--- config.mk ---
export PLATFORM = sky130hd
export DESIGN_NAME = serial_adder_flat
export DESIGN_NICKNAME = d
export VERILOG_FILES = /design/src/rtl/serial_adder_pkg.sv /design/src/rtl/serial_adder_if.sv /design/src/rtl/serial_adder_full_adder.sv /design/src/rtl/serial_adder.sv /design/src/flat_wrapper.sv
export SDC_FILE = /design/constraint.sdc
export NUM_CORES = 1
export LEC_CHECK = 0
export ABC_AREA = 1
export BUFFER_PORTS_ARGS = -buffer_cell sky130_fd_sc_hd__buf_2
export CAP_MARGIN = 10
export CORE_UTILIZATION = 30
export DETAILED_ROUTE_END_ITERATION = 7
export PLACE_DENSITY = 0.58
export SYNTH_ARGS = -nofsm -noshare
export SYNTH_HDL_FRONTEND = slang
export SYNTH_SLANG_ARGS = --single-unit
export TNS_END_PERCENT = 50
--- constraint.sdc ---
create_clock -name clk -period 1.5 [get_ports clk]
set_input_delay 0.15 -clock clk [delete_from_list [all_inputs] [get_ports clk]]
set_output_delay 0.15 -clock clk [all_outputs]
set_load 0.02 [all_outputs]
--- src/rtl/serial_adder_pkg.sv ---
// Shared types and constants for the bit-serial adder.
package serial_adder_pkg;

    typedef enum logic [1:0] {
        IDLE = 2'd0,
        RUN  = 2'd1,
        DONE = 2'd2
    } state_t;

    localparam int DEFAULT_WIDTH = 8;

endpackage

--- src/rtl/serial_adder_if.sv ---
// Operand and result handshakes of the bit-serial adder.
// The sub signal exists only when SERIAL_ADDER_SUB_EN is defined.
interface serial_adder_if #(
    parameter int WIDTH = serial_adder_pkg::DEFAULT_WIDTH
);
    logic             in_valid;
    logic             in_ready;
    logic [WIDTH-1:0] a;
    logic [WIDTH-1:0] b;
    logic             c_in;
`ifdef SERIAL_ADDER_SUB_EN
    logic             sub;
`endif
    logic             out_valid;
    logic             out_ready;
    logic [WIDTH-1:0] sum;
    logic             c_out;

    modport master (
        output in_valid, a, b, c_in,
`ifdef SERIAL_ADDER_SUB_EN
        output sub,
`endif
        output out_ready,
        input  in_ready, out_valid, sum, c_out
    );

    modport slave (
        input  in_valid, a, b, c_in,
`ifdef SERIAL_ADDER_SUB_EN
        input  sub,
`endif
        input  out_ready,
        output in_ready, out_valid, sum, c_out
    );

endinterface

--- src/rtl/serial_adder_full_adder.sv ---
// Single-bit full adder used as the arithmetic core of serial_adder.
module full_adder (
    input  logic a,
    input  logic b,
    input  logic c_in,
    output logic sum,
    output logic c_out
);

    assign sum   = a ^ b ^ c_in;
    assign c_out = (a & b) | (a & c_in) | (b & c_in);

endmodule

--- src/rtl/serial_adder.sv ---
// Bit-serial WIDTH-bit adder: one full_adder walks the operands LSB-first.
// Optional SERIAL_ADDER_SUB_EN adds a sub input for two's-complement subtract.
module serial_adder
    import serial_adder_pkg::*;
#(
    parameter int WIDTH = DEFAULT_WIDTH
) (
    input  logic          clk,
    input  logic          rst_n,
    serial_adder_if.slave bus
);

    localparam int CNT_W = $clog2(WIDTH + 1);

    state_t           state;
    state_t           next_state;
    logic [WIDTH-1:0] a_sr;
    logic [WIDTH-1:0] b_sr;
    logic [WIDTH-1:0] sum_sr;
    logic             carry;
    logic [CNT_W-1:0] bit_cnt;
    logic             fa_sum;
    logic             fa_carry;
    logic             accept;
    logic             last_bit;
    logic [WIDTH-1:0] b_load;
    logic             carry_load;

    // Subtraction is a + ~b + 1, so only the operand and carry loads change.
`ifdef SERIAL_ADDER_SUB_EN
    assign b_load     = bus.sub ? ~bus.b : bus.b;
    assign carry_load = bus.sub ? 1'b1 : bus.c_in;
`else
    assign b_load     = bus.b;
    assign carry_load = bus.c_in;
`endif

    full_adder u_full_adder (
        .a    (a_sr[0]),
        .b    (b_sr[0]),
        .c_in (carry),
        .sum  (fa_sum),
        .c_out(fa_carry)
    );

    assign accept   = (state == IDLE) && bus.in_valid;
    assign last_bit = (bit_cnt == CNT_W'(WIDTH - 1));

    always_ff @(posedge clk or negedge rst_n) begin
        if (!rst_n) begin
            state <= IDLE;
        end else begin
            state <= next_state;
        end
    end

    always_comb begin
        next_state = state;
        case (state)
            IDLE: if (bus.in_valid) next_state = RUN;
            RUN:  if (last_bit) next_state = DONE;
            DONE: if (bus.out_ready) next_state = IDLE;
            default: next_state = IDLE;
        endcase
    end

    // sum_sr fills from the MSB so bit 0 lands in place after WIDTH shifts.
    always_ff @(posedge clk or negedge rst_n) begin
        if (!rst_n) begin
            a_sr    <= '0;
            b_sr    <= '0;
            sum_sr  <= '0;
            carry   <= 1'b0;
            bit_cnt <= '0;
        end else if (accept) begin
            a_sr    <= bus.a;
            b_sr    <= b_load;
            carry   <= carry_load;
            bit_cnt <= '0;
        end else if (state == RUN) begin
            a_sr    <= {1'b0, a_sr[WIDTH-1:1]};
            b_sr    <= {1'b0, b_sr[WIDTH-1:1]};
            sum_sr  <= {fa_sum, sum_sr[WIDTH-1:1]};
            carry   <= fa_carry;
            bit_cnt <= bit_cnt + 1'b1;
        end
    end

    assign bus.in_ready  = (state == IDLE);
    assign bus.out_valid = (state == DONE);
    assign bus.sum       = sum_sr;
    assign bus.c_out     = carry;

endmodule

--- src/flat_wrapper.sv ---
// flat-port wrapper written by rule: the top's interface ports become plain ports
module serial_adder_flat import serial_adder_pkg::*;
#(
    parameter int WIDTH = DEFAULT_WIDTH
)
  (clk, rst_n, bus_in_valid, bus_a, bus_b, bus_c_in, bus_out_ready, bus_in_ready, bus_out_valid, bus_sum, bus_c_out);
  serial_adder_if #(.WIDTH(WIDTH)) bus_i ();
  input  logic clk;
  input  logic rst_n;
  input wire logic [$bits(bus_i.in_valid)-1:0] bus_in_valid;
  input wire logic [$bits(bus_i.a)-1:0] bus_a;
  input wire logic [$bits(bus_i.b)-1:0] bus_b;
  input wire logic [$bits(bus_i.c_in)-1:0] bus_c_in;
  input wire logic [$bits(bus_i.out_ready)-1:0] bus_out_ready;
  output wire logic [$bits(bus_i.in_ready)-1:0] bus_in_ready;
  output wire logic [$bits(bus_i.out_valid)-1:0] bus_out_valid;
  output wire logic [$bits(bus_i.sum)-1:0] bus_sum;
  output wire logic [$bits(bus_i.c_out)-1:0] bus_c_out;
  assign bus_i.in_valid = bus_in_valid;
  assign bus_i.a = bus_a;
  assign bus_i.b = bus_b;
  assign bus_i.c_in = bus_c_in;
  assign bus_i.out_ready = bus_out_ready;
  assign bus_in_ready = bus_i.in_ready;
  assign bus_out_valid = bus_i.out_valid;
  assign bus_sum = bus_i.sum;
  assign bus_c_out = bus_i.c_out;
  serial_adder #(.WIDTH(WIDTH)) u_core (.clk(clk), .rst_n(rst_n), .bus(bus_i));
endmodule
==> impl_metrics.ini <==
[power]
power_per_cell_area_nw_per_um2 = 1977
power.share.combinational_pct = 38.8
p_clk_share_pct = 20.7
leakagePower_nw = 0.9277
p_seq_share_pct = 40.5
switching_share_pct = 38.84
intPower_mw = 2.115
total_power_mw = 3.458
power_switching_mw = 1.343
power.ir.vdd_worst_uv = 762.2

[placement]
pre_cts_ws_ps = 102.1
cell_area_reported_after_detailed_placement_um2 = 1632
place_inst = 240
post-dp-hpwl_um = 1882
port-buffer-count = 31
gp_congestion = 0.7083

[cts]
cts_setup_buffers = 0
cts_root_buf = sky130_fd_sc_hd__clkbuf_8
clkSinkCount = 31
insertion_delay_ps = 280
cts_inserted_buffers = 5
cts.reportedPaths.clkPinSlew_ps = 60
clock_path_buffers = 2
ctsHtreeMaxLevel = 2
cts_tree = built

[die]
die_height_um = 70.35
design.die.area_um2 = 4948
design.core.area_um2 = 4414
row_count = 24
start_util_pct = 31.75
die_w_um = 70.35
pin_count = 32

[detailed_routing]
drt_first_pass_iters = 4
initialDrtViolationCount = 57
wirelength_um = 2683
drc_errors = 0
dr_vias_cell = 4.430
post_drt_antenna_nets = 0
routedWlPerCell_um = 10.78
dr_total_vias = 1103

[timing]
setup_viol_count_final = 0
layout_worst_path_cycle_share_pct = 87.78
post-route-min-period_ps = 1317
final.setup_skew_ps = 6.306
worst_slack_ps = 183.2
report.final.slew_viol_count = 0
timing.slew.headroom_pct = 63.69
finalSetupTns_ps = 0
grt_setup_unrepaired = no
fin_hold_ws_ps = 61.29
tightestPinTransition_ps = 542.6
timing.final.hold_violations = 0
fmaxAchievable_mhz = 759.4

[critical_path]
path_max_fanout = 15
start_kind = register
setup.worst_path.class = reg2reg
critPathTopFamily = buffers and inverters
endpoint_kind = register
timing.critical_path.slowest_stage_cell = sky130_fd_sc_hd__dfrtp_1
worstPathBufferInverterCount = 3
worstSetupPathDepth = 6
cp_cell_sequence = buf_4, inv_2, nor2_4, buf_4, nand2_1, o21ai_1
required_ps = 1710
cpMostUsedCell = sky130_fd_sc_hd__buf_4
ff2ff_path_depth = 6
timing.critical_path.slowest_cell_delay_ps = 390
arrival_ps = 1530

[hold_path]
whs_path_depth = 3
min-delay-path-class = in2reg

[yosys]
post_synth_inst_count = 157
synth_enable_flop_cells = 0
syn-cell-area_um2 = 1401
synth.yosys.seq_area_share_pct = 55.36
synth_flop_cell = sky130_fd_sc_hd__dfrtp_1
post_syn_nets = 180
postSynth.asyncResetShare_pct = 100.0
synth.distinct_cells = 20
ys_seq_elements = 31
ys_warn_count = 0
synthesis.area_per_instance_um2 = 8.926

[cells_and_area]
most_common_cell_after_layout_fill_and_taps_aside = sky130_fd_sc_hd__nand2_1
antenna_cells_inserted = 0
utilization_pct = 39.63
layout-area-overhead-vs-synth_pct = 24.82
finish.instance_area_um2 = 1749
layout_common_cells = 70 x sky130_fd_sc_hd__nand2_1, 31 x sky130_fd_sc_hd__buf_2, 31 x sky130_fd_sc_hd__dfrtp_1
fin_nets = 219
stdcell_count = 249
layout-drive-gt1-share_pct = 29.44
num-fill-cells = 439

[global_route]
grt_pass1_wl_um = 4836
track_usage_pct = 12.91
grt_remaining_overflow = 0
grt_antenna_before_repair = 0
grt_max_degree = 22
first_global_vias = 1102

[run]
cap_violations = 0

[outcome]
run_status = finished, final reports clean
[worst reg2reg max path, stage by stage (launching register included)]
cell and delay, ps:
sky130_fd_sc_hd__dfrtp_1 390, sky130_fd_sc_hd__buf_4 160, sky130_fd_sc_hd__inv_2 50, sky130_fd_sc_hd__nor2_4 190
sky130_fd_sc_hd__buf_4 270, sky130_fd_sc_hd__nand2_1 80, sky130_fd_sc_hd__o21ai_1 110
[cell usage after synthesis (2+ instances only)]
library cell	number	area share, %
sky130_fd_sc_hd__nand2_1	70	19
sky130_fd_sc_hd__nand3_2	6	4.3
sky130_fd_sc_hd__o21ai_1	6	2.1
sky130_fd_sc_hd__nor2_1	5	1.3
sky130_fd_sc_hd__dfrtp_1	31	55
sky130_fd_sc_hd__o21ai_2	2	1.3
sky130_fd_sc_hd__inv_1	7	1.9
sky130_fd_sc_hd__buf_2	2	0.71
sky130_fd_sc_hd__inv_2	3	0.80
sky130_fd_sc_hd__buf_6	2	1.6
sky130_fd_sc_hd__o21ai_0	4	1.4
sky130_fd_sc_hd__nand3_1	11	3.9
[metal layers]
layer	up-vias	wire length, um	track usage [%]
met5	-	0	0
met4	0	48	6.667
met3	5	127	4.040
met2	27	1159	20.00
met1	498	1347	16.06
li1	573	-	-
[power groups by stage]
stage	Combinational, mW	Clock [mW]	Sequential, mW
final	1.34	0.716	1.40
after global routing	1.54	0.766	1.45
after CTS	1.36	0.733	1.40
after global placement	1.33	0	1.41
after floorplan	0.872	0	1.52
after detailed placement	1.35	0	1.41
[worst paths after layout]
kind | slack, ps | from | endpoint
max | 180 | u_core.state[0]$_DFFE_PN0P_ | u_core.bit_cnt[3]$_DFFE_PN0P_
min | 60 | bus_a[7] | u_core.a_sr[7]$_DFFE_PN0P_
max reg2reg | 180 | u_core.state[0]$_DFFE_PN0P_ | u_core.bit_cnt[3]$_DFFE_PN0P_
min reg2reg | 480 | u_core.a_sr[7]$_DFFE_PN0P_ | u_core.a_sr[7]$_DFFE_PN0P_
max in group asynchronous | 750 | rst_n | u_core.bit_cnt[1]$_DFFE_PN0P_
min in group asynchronous | 320 | rst_n | u_core.bus.sum[2]$_DFFE_PN0P_
[cell type report]
type / instances / area [um^2] / share of cell area, %
well taps: 52 / 65.06 / 3.720
flip-flops and latches: 31 / 775.7 / 44.35
repair buffers: 37 / 215.2 / 12.30
clock buffers: 8 / 100.1 / 5.722
multi-input cells: 111 / 555.5 / 31.76
inverters: 10 / 37.54 / 2.146
[timing repair]
action                                  4_1_cts  5_1_grt
resized for setup                             0        1
hold buffers                                  1        0
endpoints found under the hold margin        15        0
endpoints found under the setup margin        0       16
[state kept, by name, indices dropped and copies added, names as in the netlist]
signal and flops:
u_core.a_sr 8, u_core.b_sr 8, u_core.bus.sum 8, u_core.bit_cnt 4, u_core.state 2, u_core.bus.c_out 1
[cell families after synthesis]
| group | Yosys count | share of synthesized area, % |
|---|---|---|
| AOI/OAI and AO/OA | 13 | 5.625 |
| adders and majority gates | 2 | 2.321 |
| buffers and inverters | 15 | 5.536 |
| DFF | 31 | 55.36 |
| and+or+nand+nor | 96 | 31.16 |
Note: power is estimated with default switching activity, not from simulation.
